==> config.mk <==
export PLATFORM = sky130hd
export DESIGN_NAME = io_led_pwm
export DESIGN_NICKNAME = d
export VERILOG_FILES = /design/src/rtl/io_led_pwm_pkg.sv /design/src/rtl/io_led_pwm_chan.sv /design/src/rtl/io_led_pwm.sv
export SDC_FILE = /design/constraint.sdc
export NUM_CORES = 1
export LEC_CHECK = 0
export ABC_AREA = 1
export CAP_MARGIN = 40
export CORE_MARGIN = 2
export CORE_UTILIZATION = 40
export CTS_BUF_LIST = sky130_fd_sc_hd__clkbuf_2
export CTS_CLUSTER_SIZE = 40
export DETAILED_ROUTE_END_ITERATION = 8
export DONT_BUFFER_PORTS = 1
export GPL_TIMING_DRIVEN = 1
export HOLD_SLACK_MARGIN = 0.05
export SKIP_LAST_GASP = 1
export SLEW_MARGIN = 25
export SYNTH_ARGS = -nofsm -noshare
export SYNTH_HDL_FRONTEND = slang
export SYNTH_SLANG_ARGS = --single-unit
==> constraint.sdc <==
create_clock -name clk -period 1.76 [get_ports clk]
set_clock_uncertainty 0.1 [all_clocks]
set_input_delay 0.44 -clock clk [delete_from_list [all_inputs] [get_ports clk]]
set_output_delay 0.44 -clock clk [all_outputs]
set_load 0.1 [all_outputs]
==> src/rtl/io_led_pwm_pkg.sv <==
// Shared register map, channel mode encoding and address helper for the
// io_led_pwm multi-channel LED driver.
package io_led_pwm_pkg;

    localparam logic [7:0] OFS_CTRL   = 8'd0;
    localparam logic [7:0] OFS_PRESC  = 8'd1;
    localparam logic [7:0] OFS_BLINK  = 8'd2;
    localparam logic [7:0] OFS_STATUS = 8'd3;
    localparam logic [7:0] OFS_CH0    = 8'd4;

    typedef enum logic [1:0] {
        MODE_OFF   = 2'b00,
        MODE_ON    = 2'b01,
        MODE_PWM   = 2'b10,
        MODE_BLINK = 2'b11
    } led_mode_e;

    // Each channel owns a MODE/DUTY pair starting at OFS_CH0.
    function automatic logic [7:0] chan_reg_addr(input logic [7:0] base,
                                                 input int         ch,
                                                 input logic       is_duty);
        return base + OFS_CH0 + 8'(2 * ch) + {7'b0, is_duty};
    endfunction

endpackage

==> src/rtl/io_led_pwm_chan.sv <==
// One LED channel: MODE/DUTY registers, duty compare, mode mux and the
// registered pin driver.
module io_led_pwm_chan #(
    parameter bit ACTIVE_LOW = 1'b1
) (
    input  logic       clk,
    input  logic       rst,
    input  logic       wr_mode,
    input  logic       wr_duty,
    input  logic [7:0] wdata,
    input  logic       gen,
    input  logic [7:0] pwm_cnt,
    input  logic       phase,
    output logic [7:0] mode_rd,
    output logic [7:0] duty_rd,
    output logic       led
);
    import io_led_pwm_pkg::*;

    led_mode_e  mode;
    logic       inv;
    logic [7:0] duty;
    logic       pwm_on;
    logic       lit;

    // NOTE: state is updated with non-blocking assignments so every register
    // samples pre-edge values; a same-cycle read therefore sees the old value.
    always_ff @(posedge clk) begin
        if (rst) begin
            mode <= MODE_OFF;
            inv  <= 1'b0;
            duty <= 8'h00;
        end else begin
            if (wr_mode) begin
                mode <= led_mode_e'(wdata[1:0]);
                inv  <= wdata[2];
            end
            if (wr_duty) begin
                duty <= wdata;
            end
        end
    end

    assign pwm_on  = pwm_cnt < duty;
    assign mode_rd = {5'b0, inv, mode};
    assign duty_rd = duty;

    // NOTE: lit gets a default before the case so no path leaves it
    // unassigned, which would otherwise infer a latch.
    always_comb begin
        lit = 1'b0;
        case (mode)
            MODE_OFF:   lit = 1'b0;
            MODE_ON:    lit = 1'b1;
            MODE_PWM:   lit = pwm_on;
            MODE_BLINK: lit = pwm_on && phase;
            default:    lit = 1'b0;
        endcase
    end

    // Global disable forces the unlit level, ignoring INV.
    always_ff @(posedge clk) begin
        if (rst || !gen) begin
            led <= ACTIVE_LOW;
        end else begin
            led <= (lit ^ inv) ? !ACTIVE_LOW : ACTIVE_LOW;
        end
    end

endmodule

==> src/rtl/io_led_pwm.sv <==
// I/O-mapped multi-channel LED driver: bus decode, global registers, shared
// prescaler / PWM / blink counters and the registered read mux.
module io_led_pwm #(
    parameter int         NUM_CH     = 2,
    parameter logic [7:0] BASE_ADDR  = 8'h00,
    parameter bit         ACTIVE_LOW = 1'b1
) (
    input  logic              clk,
    input  logic              rst,
    input  logic [7:0]        io_addr,
    input  logic [7:0]        io_wdata,
    input  logic              io_wr,
    input  logic              io_rd,
    output logic [7:0]        io_rdata,
    output logic [NUM_CH-1:0] led,
    output logic              frame_tick
);
    import io_led_pwm_pkg::*;

    localparam logic [7:0] ADDR_CTRL   = BASE_ADDR + OFS_CTRL;
    localparam logic [7:0] ADDR_PRESC  = BASE_ADDR + OFS_PRESC;
    localparam logic [7:0] ADDR_BLINK  = BASE_ADDR + OFS_BLINK;
    localparam logic [7:0] ADDR_STATUS = BASE_ADDR + OFS_STATUS;

    logic       gen;
    logic [7:0] presc;
    logic [7:0] blink;

    logic [7:0] presc_cnt;
    logic [7:0] pwm_cnt;
    logic [7:0] blink_cnt;
    logic       phase;
    logic       tick;
    logic       frame_wrap;

    logic [7:0] mode_rd [NUM_CH];
    logic [7:0] duty_rd [NUM_CH];
    logic [7:0] rd_mux;

    always_ff @(posedge clk) begin
        if (rst) begin
            gen   <= 1'b0;
            presc <= 8'h00;
            blink <= 8'h00;
        end else if (io_wr) begin
            if (io_addr == ADDR_CTRL)  gen   <= io_wdata[0];
            if (io_addr == ADDR_PRESC) presc <= io_wdata;
            if (io_addr == ADDR_BLINK) blink <= io_wdata;
        end
    end

    // >= rather than == so lowering PRESC below the running count ticks at once.
    assign tick       = presc_cnt >= presc;
    assign frame_wrap = tick && (pwm_cnt == 8'hFF);

    always_ff @(posedge clk) begin
        if (rst || !gen) begin
            presc_cnt  <= 8'h00;
            pwm_cnt    <= 8'h00;
            blink_cnt  <= 8'h00;
            phase      <= 1'b0;
            frame_tick <= 1'b0;
        end else begin
            frame_tick <= frame_wrap;
            if (tick) begin
                presc_cnt <= 8'h00;
                pwm_cnt   <= pwm_cnt + 8'd1;
            end else begin
                presc_cnt <= presc_cnt + 8'd1;
            end
            if (frame_wrap) begin
                if (blink_cnt >= blink) begin
                    blink_cnt <= 8'h00;
                    phase     <= !phase;
                end else begin
                    blink_cnt <= blink_cnt + 8'd1;
                end
            end
        end
    end

    for (genvar ch = 0; ch < NUM_CH; ch++) begin : g_chan
        io_led_pwm_chan #(
            .ACTIVE_LOW(ACTIVE_LOW)
        ) u_chan (
            .clk     (clk),
            .rst     (rst),
            .wr_mode (io_wr && (io_addr == chan_reg_addr(BASE_ADDR, ch, 1'b0))),
            .wr_duty (io_wr && (io_addr == chan_reg_addr(BASE_ADDR, ch, 1'b1))),
            .wdata   (io_wdata),
            .gen     (gen),
            .pwm_cnt (pwm_cnt),
            .phase   (phase),
            .mode_rd (mode_rd[ch]),
            .duty_rd (duty_rd[ch]),
            .led     (led[ch])
        );
    end

    always_comb begin
        rd_mux = 8'h00;
        if (io_addr == ADDR_CTRL)   rd_mux = {7'b0, gen};
        if (io_addr == ADDR_PRESC)  rd_mux = presc;
        if (io_addr == ADDR_BLINK)  rd_mux = blink;
        if (io_addr == ADDR_STATUS) rd_mux = {6'b0, gen, phase};
        for (int ch = 0; ch < NUM_CH; ch++) begin
            if (io_addr == chan_reg_addr(BASE_ADDR, ch, 1'b0)) rd_mux = mode_rd[ch];
            if (io_addr == chan_reg_addr(BASE_ADDR, ch, 1'b1)) rd_mux = duty_rd[ch];
        end
    end

    // Read data is captured only on a strobe and holds between reads.
    always_ff @(posedge clk) begin
        if (rst) begin
            io_rdata <= 8'h00;
        end else if (io_rd) begin
            io_rdata <= rd_mux;
        end
    end

endmodule

* Word level (Yosys, flattened, before mapping)
Index checks and enable logic that the tools add are counted.
** Operators by class
- Bitwise gates (word level) :: 2
- Eq/ne operators :: 14
- Magnitude comparators :: 4
- Reductions and logical operators :: 18
- Add/sub/neg operators :: 3
- Multiplexer cells :: 13
** Operators with widths (number)
- $mux 8 :: 8
- $eq 8x3->1 const B :: 4
- $add 8x1->8 const B :: 3
- $eq 8x2->1 const B :: 2
- $ge 8x8->1 :: 2
- $lt 8x8->1 :: 2
- $eq 2x2->1 const B :: 4
- $eq 8x1->1 const B :: 1
- $eq 8x8->1 const B :: 1
- $logic_not 8->1 :: 1
- $pmux 1 s4 :: 2
- $reduce_and 2->1 :: 4
- $logic_and 1x1->1 :: 7
- $eq 2x1->1 const B :: 2
- $logic_not 2->1 :: 2
- $mux 1 :: 3
- $logic_not 1->1 :: 2
- $reduce_or 2->1 :: 1
- $xor 1x1->1 :: 2
- $logic_or 1x1->1 :: 1
** Word-level totals
- Output and inout bits :: 11
- Logic and storage cells :: 71
- Flip-flop bits (word level) :: 75

* Logic depth before layout (Yosys ltp)
Gate-level depths: netlist (run 1).
- Word-level depth :: 9
- Gate-level depth with buffers :: 12
- Mapped depth without buffers :: 12

* Cells and area by module
Synthesis (run 1) repeated with hierarchy kept, for this count alone.
** Unflattened totals
- Cell total of the unflattened synthesis :: 606
- Area, all modules :: 4374.2 um^2
** By module, submodules not included
- io_led_pwm :: instances 1, sequential area each 1021.0 um^2, area each 3017.9 um^2, cells each 426
- io_led_pwm_chan :: instances 2, sequential area each 240.2 um^2, area each 678.2 um^2, cells each 90

* Worst setup path after synthesis (run 1)
Ideal clock, no wire load.
- Path type :: register to register
- Start point :: reg presc[7]
- End point :: reg pwm_cnt[6]
- Required time :: 1.541 ns
- Setup time :: 0.119 ns
- Path buffers :: 1
- Setup slack :: 0.089 ns
- Stages on the path, launching flop included :: 11
- Data arrival time :: 1.452 ns
- Cell sequence :: dfxtp_1 inv_1 ha_1 nand2_1 nor2_1 nand4_1 nand3_2 buf_2 nand2_1 o21ai_0 a21oi_1
** On the way
- Longest elaborated chain between the ends :: 1
** Ends and longest elaborated chain
- start: declaration :: line io_led_pwm.sv:26 : logic [7:0] presc;
- start signal: assignment :: line io_led_pwm.sv:47 : if (io_addr == ADDR_PRESC) presc <= io_wdata;
- $ge 8x8->1 :: line io_led_pwm.sv:53 : assign tick = presc_cnt >= presc;
- end signal: assignment :: line io_led_pwm.sv:67 : pwm_cnt <= pwm_cnt + 8'd1;
- end: declaration :: line io_led_pwm.sv:30 : logic [7:0] pwm_cnt;
Every way passes these cells.
A chain may end at the register's enable or synchronous reset.

* Worst setup path in the final report (run 1)
- Start point :: reg presc[6]
- End point :: reg pwm_cnt[4]
The elaborated chain is that of the path after synthesis.

==> results by group, run 1 <==
Yosys
  – Ys async rst share: 0%
  – Most area-hungry cell type in the Yosys netlist: sky130_fd_sc_hd__dfxtp_1
  – Number of enable flip-flop cells after synthesis: 0
  – Count of warnings emitted by yosys: 0
  – Post-synthesis instance area: 4090 sq um
  – Simple-gate share of the synthesized area: 21.8%
  – Mean post-synth cell area: 7.35 sq um
  – Top cell type's share of synthesized area: 36.8%
  – Synthesized instance count: 556
  – Largest cells by area after synthesis: sky130_fd_sc_hd__dfxtp_1, sky130_fd_sc_hd__ha_1, sky130_fd_sc_hd__a21oi_1
  – Adder-cell share of the synthesized area: 10.1%
  – Post-Synth XOR/XNOR Area: between 1.5 and 2%
  – Most numerous cell in the Yosys netlist: sky130_fd_sc_hd__nand2_1
  – Sequential area share after synthesis: 36.8%
  – Post-synthesis cell type count: 32
  – Share of cell area taken by muxes after synthesis: 0%
  – Syn nets: 609
  – Main combinational cell family by area after synthesis: simple AND/OR/NAND/NOR gates
  – Most numerous cell types in the synthesized netlist: sky130_fd_sc_hd__nand2_1, sky130_fd_sc_hd__inv_1, sky130_fd_sc_hd__dfxtp_1, sky130_fd_sc_hd__a21oi_1, sky130_fd_sc_hd__o21ai_0
  – Compound-gate portion of the synthesized area: 19.4%
  – FF+latch count, synth: 75
  – Top_reg_cell synth: sky130_fd_sc_hd__dfxtp_1

STA
  – Final sum of negative setup slack: -0.151 ns
  – Unrepaired setup endpoints after global routing: yes
  – Relative slew slack: between 60% and 70%
  – Period Utilization, post-route: 103%
  – Minimum period implied by the final worst setup slack: 1.81 ns
  – Final Worst Setup Slack: -0.0462 ns
  – Fin. Hold Viols: 0
  – Pins Over Slew Limit: 0
  – Max Clock Freq: 554 MHz
  – Slew @ Worst Pin: 0.464 ns
  – Worst Hold Slack: around 0.06 ns
  – Count of final setup violators: 8

Die
  – Placeable core region: 9860 sq um
  – Number of placed I/O pins: 31
  – DIE WIDTH: 105 microns
  – Effective utilization at floorplan: 41.4%
  – Number of placement rows: 36
  – Total Die Area: 11,000 sq um
  – Height of the die: 105 microns

Route
  – Detailed Route WL: around 11,000 microns
  – Total vias in the final route: approximately 3,900
  – Detailed-route wire length per cell: 14.8 microns
  – Remaining antenna violation count after routing: 0
  – Count of TritonRoute iterations in the first routing pass: 5
  – Routed vias/inst: 5.17
  – DRT iter0 DRCs: ~250
  – Drt drc: 0

Clock network
  – CTS clock-pin slew for the worst setup and hold paths: roughly 0.2 ns
  – Number of clock buffers inserted by TritonCTS: 9
  – Buffer type at the clock tree root: sky130_fd_sc_hd__clkbuf_2
  – TritonCTS clock tree: done
  – Bufs on Longest Clock Path: 2
  – Count of clock tree sinks: 75
  – Clock latency at the later pin of the worst-skew pair: 0.52 ns
  – # H-tree levels: 3

Placed design
  – HPWL Detailed: a little over 8000 microns
  – Instance area at placement: roughly 4500 sq um
  – DP Cell Count: 717
  – Final weighted congestion in routability-driven placement: about 0.84
  – Count of input and output buffers: 0

Pwr
  – Total chip power: 0.00270 W
  – Static leakage power: 2.01 nW
  – PwrDens: 545 nW/um^2
  – Maximum resistive drop on vdd: 265 uV

Job
  – Max-cap violations: 0

Finish
  – Count of non-filler cells in the finished layout: 749
  – Cell area after layout: roughly 5000 sq um
  – Fraction of layout cells with a size suffix above 1: 21.6%
  – Area grow syn2layout: 21.4%
  – Nets@finish: 664
  – Diodes inserted: 0
  – Fill cell instance count of the final layout: 977

Setup path
  – Largest fanout on the critical path: 6
  – Data required time of the critical path: 2.14 ns
  – CP delay by family, top: simple AND/OR/NAND/NOR gates
  – Critical Path End Type: flip-flop
  – Path type of the worst setup path: reg2reg
  – Crit-path cells: inv_1 -> ha_4 -> nand2_4 -> nor2_4 -> nand4_1 -> nand3_4 -> buf_6 -> nand3_2 -> nor2_1 -> o21a_1
  – CP max stage delay: 0.37 ns
  – Nature of the critical path startpoint: flip-flop
  – Crit path max-delay cell type: sky130_fd_sc_hd__dfxtp_2
  – Arrival time worst endpoint: between 2 and 2.5 ns
  – Worst path bufs/invs: 2

Global route
  – Global-route wire length before repair: 18,800 microns
  – Number of antenna violations at the first check in global routing: 0
  – Vias in the first global route: between 3,000 and 4,000
  – GR Util All Layers: 21.4%
  – Pin count of the biggest net entering global routing: 28
  – Global route total overflow: 0

Hold path
  – Class of the tightest hold or removal check: in2reg

Outcome
  – Result of the run: finished, violations left
  – Failing checks: setup timing
[where the power goes]
part           internal, W  total (W)  switching [W]
combinational    0.0000599   0.000195       0.000135
sequential         0.00171    0.00172     0.00000577
clock             0.000177   0.000794       0.000617
total              0.00195    0.00270       0.000757
[worst reg2reg max path, stage by stage (launching register included)]
cell and delay [ns]:
sky130_fd_sc_hd__dfxtp_2 0.37, sky130_fd_sc_hd__inv_1 0.07, sky130_fd_sc_hd__ha_4 0.28, sky130_fd_sc_hd__nand2_4 0.06, sky130_fd_sc_hd__nor2_4 0.10, sky130_fd_sc_hd__nand4_1 0.15
sky130_fd_sc_hd__nand3_4 0.21, sky130_fd_sc_hd__buf_6 0.16, sky130_fd_sc_hd__nand3_2 0.07, sky130_fd_sc_hd__nor2_1 0.11, sky130_fd_sc_hd__o21a_1 0.11
[state kept, by name (all words and copies together), names as in the netlist, 4 cells and up]
signal                 count
g_chan.u_chan.duty_rd     16
presc                      8
presc_cnt                  8
blink                      8
pwm_cnt                    8
g_chan.u_chan.mode         4
io_rdata                   8
blink_cnt                  8
[what timing repair did]
action / in CTS / in global routing
endpoints found under the hold margin: 47 / 0
setup buffers: 0 / 1
pin swaps: 10 / 17
setup endpoints to repair: 28 / 36
hold buffers: 15 / 0
resized for setup: 33 / 39
gates cloned: 1 / 0
[metal layers]
metal,up-vias,part of all wire [%],track usage (%)
met4,0,1.6,6.29
li1,1962,-,-
met5,-,0,0
met3,15,4.9,4.93
met2,95,48,35.9
met1,1800,46,27.5
[cell families (layout without fill, tap and decap cells)]
logic type	count (synthesis)	count (layout)
flops	75	75
fa+ha+maj	33	33
simple gates	189	189
xor+xnor	9	9
compound gates	150	150
buf+inv	100	160
[stage by stage]
step,setup slack [ns],util (%)
2_1_floorplan,0.0885,-
3_3_place_gp,-0.0146,45.4
3_5_place_dp,-0.111,45.4
4_1_cts,0.00383,49.1
5_1_grt,-0.148,50.3
6_report,-0.0462,50.3
[path summary, 6_finish.rpt]
path                               startpoint     endpoint  slack, ns  depth (start not counted)
hold reg to reg   g_chan[1].u_chan.duty_rd[5]  io_rdata[5]       0.39                          2
hold / removal                          io_rd  io_rdata[1]       0.06                          4
setup reg to reg                     presc[6]   pwm_cnt[4]      -0.05                         10
setup / recovery                     presc[6]   pwm_cnt[4]      -0.05                         10
[placed cells by master (no fill, tap or decap), types with 18 or more instances in the layout]
master,synthesis,routed
sky130_fd_sc_hd__nand3_1,31,28
sky130_fd_sc_hd__dfxtp_1,75,57
sky130_fd_sc_hd__inv_1,79,75
sky130_fd_sc_hd__nand2_1,84,77
sky130_fd_sc_hd__a21oi_1,71,63
sky130_fd_sc_hd__o21ai_0,47,43
sky130_fd_sc_hd__dfxtp_2,0,18
sky130_fd_sc_hd__buf_4,2,33
sky130_fd_sc_hd__ha_1,33,28
sky130_fd_sc_hd__nor2_1,38,36
[area by class of cell]
| class | instances | area, sq um | area share [%] |
|---|---|---|---|
| clock buffer | 10 | 50.0 | 1.01 |
| clock inverter | 6 | 32.5 | 0.656 |
| inverter | 87 | 332 | 6.69 |
| multi-input combinational | 381 | 2350 | 47.4 |
| sequential | 75 | 1520 | 30.7 |
| tap | 133 | 166 | 3.36 |
| timing repair buffer | 57 | 502 | 10.1 |
(Power assumes the default switching activity.)
==> run 2, diff against run 1 <==
--- a/config.mk
+++ b/config.mk
@@ -15,2 +15,3 @@
 export DONT_BUFFER_PORTS = 1
+export GPL_ROUTABILITY_DRIVEN = 0
 export GPL_TIMING_DRIVEN = 1
--- a/constraint.sdc
+++ b/constraint.sdc
@@ -4,2 +4,2 @@
 set_output_delay 0.44 -clock clk [all_outputs]
-set_load 0.1 [all_outputs]
+set_load 0.01 [all_outputs]
==> results by group, run 2 (synthesized netlist as in run 1, its figures left out) <==
Setup path
  – Data required time of the critical path: 2.10 ns
  – Largest fanout on the critical path: 6
  – Crit path max-delay cell type: sky130_fd_sc_hd__dfxtp_2
  – Worst setup path startpoint: presc[7]
  – Reg-to-Reg Start: presc[7]
  – R2R cell count: 10
  – CP max stage delay: 0.38 ns
  – Nature of the critical path startpoint: flip-flop
  – Critical Path End Type: flip-flop
  – Crit-path cells: inv_2 -> ha_4 -> nand2_4 -> nor2_4 -> nand4_1 -> nand3_4 -> buf_6 -> nand2_2 -> o21ai_1 -> a21oi_1
  – Destination of the worst register-to-register timing path: pwm_cnt[6]
  – Endpoint of the worst setup timing path: pwm_cnt[6]
  – Arrival time worst endpoint: 2.12 ns
  – Path type of the worst setup path: reg2reg
  – R2R setup slack: -0.02 ns

Finish
  – Most common cell after layout, fill and taps aside: sky130_fd_sc_hd__nand2_1
  – Fraction of layout cells with a size suffix above 1: between 20% and 30%
  – Number of flip-flops under the largest register name: 16
  – Diodes inserted: 0
  – Share of the core filled with cells in the final layout: 49.8%
  – Area grow syn2layout: 20.3%
  – Nets@finish: approximately 660
  – Count of non-filler cells in the finished layout: 741
  – Highest-count cells in the layout ignoring fill and taps: sky130_fd_sc_hd__nand2_1, sky130_fd_sc_hd__inv_1, sky130_fd_sc_hd__a21oi_1

Clock network
  – Clock latency at the later pin of the worst-skew pair: 0.55 ns
  – TritonCTS clock tree: done
  – Number of clock buffers inserted by TritonCTS: 9
  – # H-tree levels: 3
  – Buffer type at the clock tree root: sky130_fd_sc_hd__clkbuf_2
  – Count of clock tree sinks: 75
  – CTS clock-pin slew for the worst setup and hold paths: about 0.22 ns
  – Bufs on Longest Clock Path: 2

Route
  – Routed vias/inst: 5.17
  – Drt drc: 0
  – Count of TritonRoute iterations in the first routing pass: 4
  – DRT iter0 DRCs: 216
  – Detailed-route wire length per cell: 15.0 microns
  – Detailed Route WL: 11,100 microns
  – Remaining antenna violation count after routing: 0
  – Total vias in the final route: 3,833

STA
  – Fin. Hold Viols: 0
  – Relative slew slack: 59.2%
  – Slew @ Worst Pin: 0.612 ns
  – Period Utilization, post-route: 101%
  – Max Clock Freq: 562 MHz
  – Final Worst Setup Slack: -0.0198 ns
  – Worst Hold Slack: 0.0975 ns
  – Unrepaired setup endpoints after global routing: yes
  – Minimum period implied by the final worst setup slack: 1.78 ns
  – Count of final setup violators: 3
  – Pins Over Slew Limit: 0

Die
  – DIE WIDTH: 105 microns
  – Total Die Area: 11,000 sq um
  – Number of placed I/O pins: 31
  – Number of placement rows: 36
  – Placeable core region: 9860 sq um
  – Effective utilization at floorplan: 41.4%
  – Height of the die: 105 microns

Global route
  – Vias in the first global route: between 3,000 and 4,000
  – GR Util All Layers: 21.3%
  – Number of antenna violations at the first check in global routing: 0
  – Global route total overflow: 0
  – Global-route wire length before repair: between 15,000 and 20,000 microns
  – Pin count of the biggest net entering global routing: 43

Placed design
  – Count of input and output buffers: 0
  – DP Cell Count: a little over 700
  – HPWL Detailed: 8120 microns

Pwr
  – Total chip power: between 0.002 and 0.003 W
  – PwrDens: 574 nW/um^2
  – Maximum resistive drop on vdd: 295 uV
  – Static leakage power: 1.97 nW

Outcome
  – Failing checks: setup timing
  – Result of the run: finished, violations left

Hold path
  – Class of the tightest hold or removal check: in2reg

Job
  – Max-cap violations: 0
run 2: layer usage:
| layer | wire length [microns] | global-route usage [%] |
|---|---|---|
| met5 | 0 | 0 |
| met4 | 265 | 8.95 |
| met3 | 508 | 3.31 |
| met2 | 5120 | 34.3 |
| met1 | 5250 | 28.4 |
run 2: timing repair:
action,CTS,global route
pin swaps,16,13
gates resized for setup,38,24
hold buffers,14,0
setup buffers,0,3
setup endpoints to repair,26,29
cloned,2,0
hold endpoints to repair,47,0
run 2: stage by stage:
stage / worst slack (ns) / setup TNS [ns] / cell area [sq um]
6_report: -0.0198 / -0.0263 / 4910
5_1_grt: -0.143 / -2.00 / 4910
4_1_cts: -0.0106 / -0.0144 / 4800
3_5_place_dp: -0.0962 / -1.04 / 4400
3_3_place_gp: -0.0248 / -0.0556 / 4400
2_1_floorplan: 0.0885 / 0 / 4090
run 2: how the worst min path moves through the flow:
stage / startpoint / to / depth (start not counted)
floorplan: presc_cnt[0] / presc_cnt[0] / 1
global route: io_wr / g_chan[1].u_chan.mode[1] / 2
global placement: g_chan[1].u_chan.duty_rd[4] / io_rdata[4] / 2
finish: io_wr / g_chan[1].u_chan.mode[0] / 2
detailed placement: g_chan[1].u_chan.duty_rd[3] / io_rdata[3] / 2
CTS: io_wr / g_chan[1].u_chan.mode[1] / 2
run 2: area by class of cell:
type / instances / area, sq um
well taps: 133 / 166
clock buffers: 9 / 45.0
flip-flops and latches: 75 / 1520
repair buffers: 49 / 409
inverters: 87 / 332
fillers: 947 / 4950
clock inverters: 6 / 66.3
multi-input cells: 381 / 2370
repair inverters: 1 / 3.75
run 2: worst max-delay path: cells and delay by family (launching register included):
kind | cells | cell delay [ns]
simple gates | 5 | 0.53
fa+ha+maj | 1 | 0.28
flops | 1 | 0.38
buf+inv | 2 | 0.21
compound gates | 2 | 0.18
run 2: power breakdown:
part,switching (W),internal (W),leakage [nW],total [W]
Combinational,0.0000828,0.0000440,1.30,0.000127
Sequential,0.00000946,0.00171,0.613,0.00172
Clock,0.000650,0.000322,0.0620,0.000972
Total,0.000743,0.00208,1.97,0.00282
==> run 3, diff against run 2 <==
Clock period 1.76 ns to 2.05 ns, I/O delays scaled along.
==> results by group, run 3 (synthesized netlist as in run 1, its figures left out) <==
Setup path
  – Critical Path End Type: flip-flop
  – Path type of the worst setup path: reg2reg
  – Crit path max-delay cell type: sky130_fd_sc_hd__dfxtp_1
  – R2R setup slack: approximately 0.16 ns
  – CP max stage delay: 0.38 ns
  – Data required time of the critical path: between 2 and 2.5 ns
  – Reg-to-Reg Start: presc[1]
  – Worst setup path startpoint: presc[1]
  – Arrival time worst endpoint: 2.24 ns
  – Destination of the worst register-to-register timing path: pwm_cnt[4]
  – Crit-path cells: inv_1 -> ha_1 -> a21oi_1 -> o21ai_1 -> nand2_1 -> nand3_2 -> buf_4 -> nand3_1 -> nor2_1 -> o21a_1
  – Largest fanout on the critical path: 10
  – Endpoint of the worst setup timing path: pwm_cnt[4]
  – R2R cell count: 10
  – Nature of the critical path startpoint: flip-flop

STA
  – Fin. Hold Viols: 0
  – Unrepaired setup endpoints after global routing: yes
  – Relative slew slack: 69.4%
  – Max Clock Freq: 528 MHz
  – Slew @ Worst Pin: 0.458 ns
  – Pins Over Slew Limit: 0
  – Count of final setup violators: 0
  – Period Utilization, post-route: between 90% and 100%
  – Final Worst Setup Slack: 0.157 ns
  – Worst Hold Slack: 0.132 ns
  – Minimum period implied by the final worst setup slack: 1.89 ns

Clock network
  – Clock latency at the later pin of the worst-skew pair: 0.54 ns
  – Number of clock buffers inserted by TritonCTS: 9
  – CTS clock-pin slew for the worst setup and hold paths: 0.23 ns
  – # H-tree levels: 3
  – Bufs on Longest Clock Path: 2
  – Buffer type at the clock tree root: sky130_fd_sc_hd__clkbuf_2
  – TritonCTS clock tree: done
  – Count of clock tree sinks: 75

Die
  – DIE WIDTH: ~110 microns
  – Placeable core region: 9860 sq um
  – Effective utilization at floorplan: 41.4%
  – Total Die Area: 11,000 sq um
  – Number of placement rows: 36
  – Height of the die: 105 microns
  – Number of placed I/O pins: 31

Route
  – Detailed-route wire length per cell: 14.3 microns
  – Routed vias/inst: 5.08
  – Remaining antenna violation count after routing: 0
  – Total vias in the final route: 3,609
  – Detailed Route WL: 10,200 microns
  – DRT iter0 DRCs: 187
  – Count of TritonRoute iterations in the first routing pass: 4
  – Drt drc: 0

Job
  – Max-cap violations: 0

Placed design
  – HPWL Detailed: 7780 microns
  – Pre-CTS setup slack: 0.148 ns
  – Count of input and output buffers: 0
  – Instance area at placement: ~4200 sq um

Global route
  – Global-route wire length before repair: 16,600 microns
  – Number of antenna violations at the first check in global routing: 0
  – Global route total overflow: 0
  – GR Util All Layers: 19.1%
  – Pin count of the biggest net entering global routing: 44
  – Vias in the first global route: 3,327

Finish
  – Highest-count cells in the layout ignoring fill and taps: sky130_fd_sc_hd__nand2_1, sky130_fd_sc_hd__inv_1, sky130_fd_sc_hd__dfxtp_1
  – Diodes inserted: 0
  – Number of flip-flops under the largest register name: 16
  – Area grow syn2layout: 9.04%
  – Cell area after layout: 4450 sq um
  – Fraction of layout cells with a size suffix above 1: between 8 and 9%
  – Most common cell after layout, fill and taps aside: sky130_fd_sc_hd__nand2_1
  – Nets@finish: 626

Pwr
  – PwrDens: 520 nW/um^2
  – Maximum resistive drop on vdd: 375 uV
  – Static leakage power: 1.78 nW

Outcome
  – Result of the run: finished clean

Hold path
  – Class of the tightest hold or removal check: in2reg
run 3: metal layers:
metal  GRT usage [%]  share of wire, %  vias up
met1            25.1                48     1639
met5               0                 0        -
met4            6.29               1.6        0
met2            31.1                47       71
li1                -                 -     1888
met3            4.37               3.8       11
run 3: how the worst min path moves through the flow:
stage	from	endpoint	slack (ns)	depth (start not counted)
after floorplan	presc_cnt[0]	presc_cnt[0]	0.33	1
final	io_addr[2]	gen	0.13	5
after detailed placement	presc_cnt[0]	presc_cnt[0]	0.36	1
after global placement	presc_cnt[0]	presc_cnt[0]	0.35	1
after CTS	io_rd	io_rdata[7]	0.05	2
after global routing	io_addr[2]	gen	0.11	5
run 3: critical path, delay by kind of cell, from the launching register on:
kind	cells	cell delay, ns
adder cells (fa/ha/maj)	1	0.32
AND/OR/NAND/NOR	4	0.32
AO/OA/AOI/OAI	3	0.38
buffers and inverters	2	0.29
flip-flops	1	0.38
run 3: repair_timing:
action | CTS | global route
endpoints found under the setup margin | 0 | 12
hold endpoints to repair | 47 | 1
resized for setup | 0 | 4
buffers inserted | 0 | 0
hold buffers | 13 | 1
run 3: power breakdown:
group / switching, W / internal (W) / total (W) / leakage (nW)
Combinational: 0.0000687 / 0.0000375 / 0.000106 / 1.11
Sequential: 0.00000891 / 0.00147 / 0.00148 / 0.606
Clock: 0.000568 / 0.000166 / 0.000734 / 0.0597
run 3: final cells by class:
| cell class | instances | area [sq um] |
|---|---|---|
| Clock buffer | 9 | 45.0 |
| Clock inverter | 7 | 55.1 |
| Fill cell | 1007 | 5410 |
| Inverter | 87 | 329 |
| Multi-Input combinational cell | 381 | 2180 |
| Sequential cell | 75 | 1500 |
| Tap cell | 133 | 166 |
| Timing Repair Buffer | 19 | 178 |
run 3: per-stage QoR:
step | TNS (ns) | total power (W) | std cells | utilization, %
floorplan | 0 | 0.00157 | 556 | -
finish | 0 | 0.00232 | 711 | 45.2
CTS | 0 | 0.00235 | 710 | 45.0
detailed placement | 0 | 0.00158 | 681 | 42.7
global placement | 0 | 0.00158 | 681 | 42.7
global route | -0.0128 | 0.00242 | 711 | 45.2
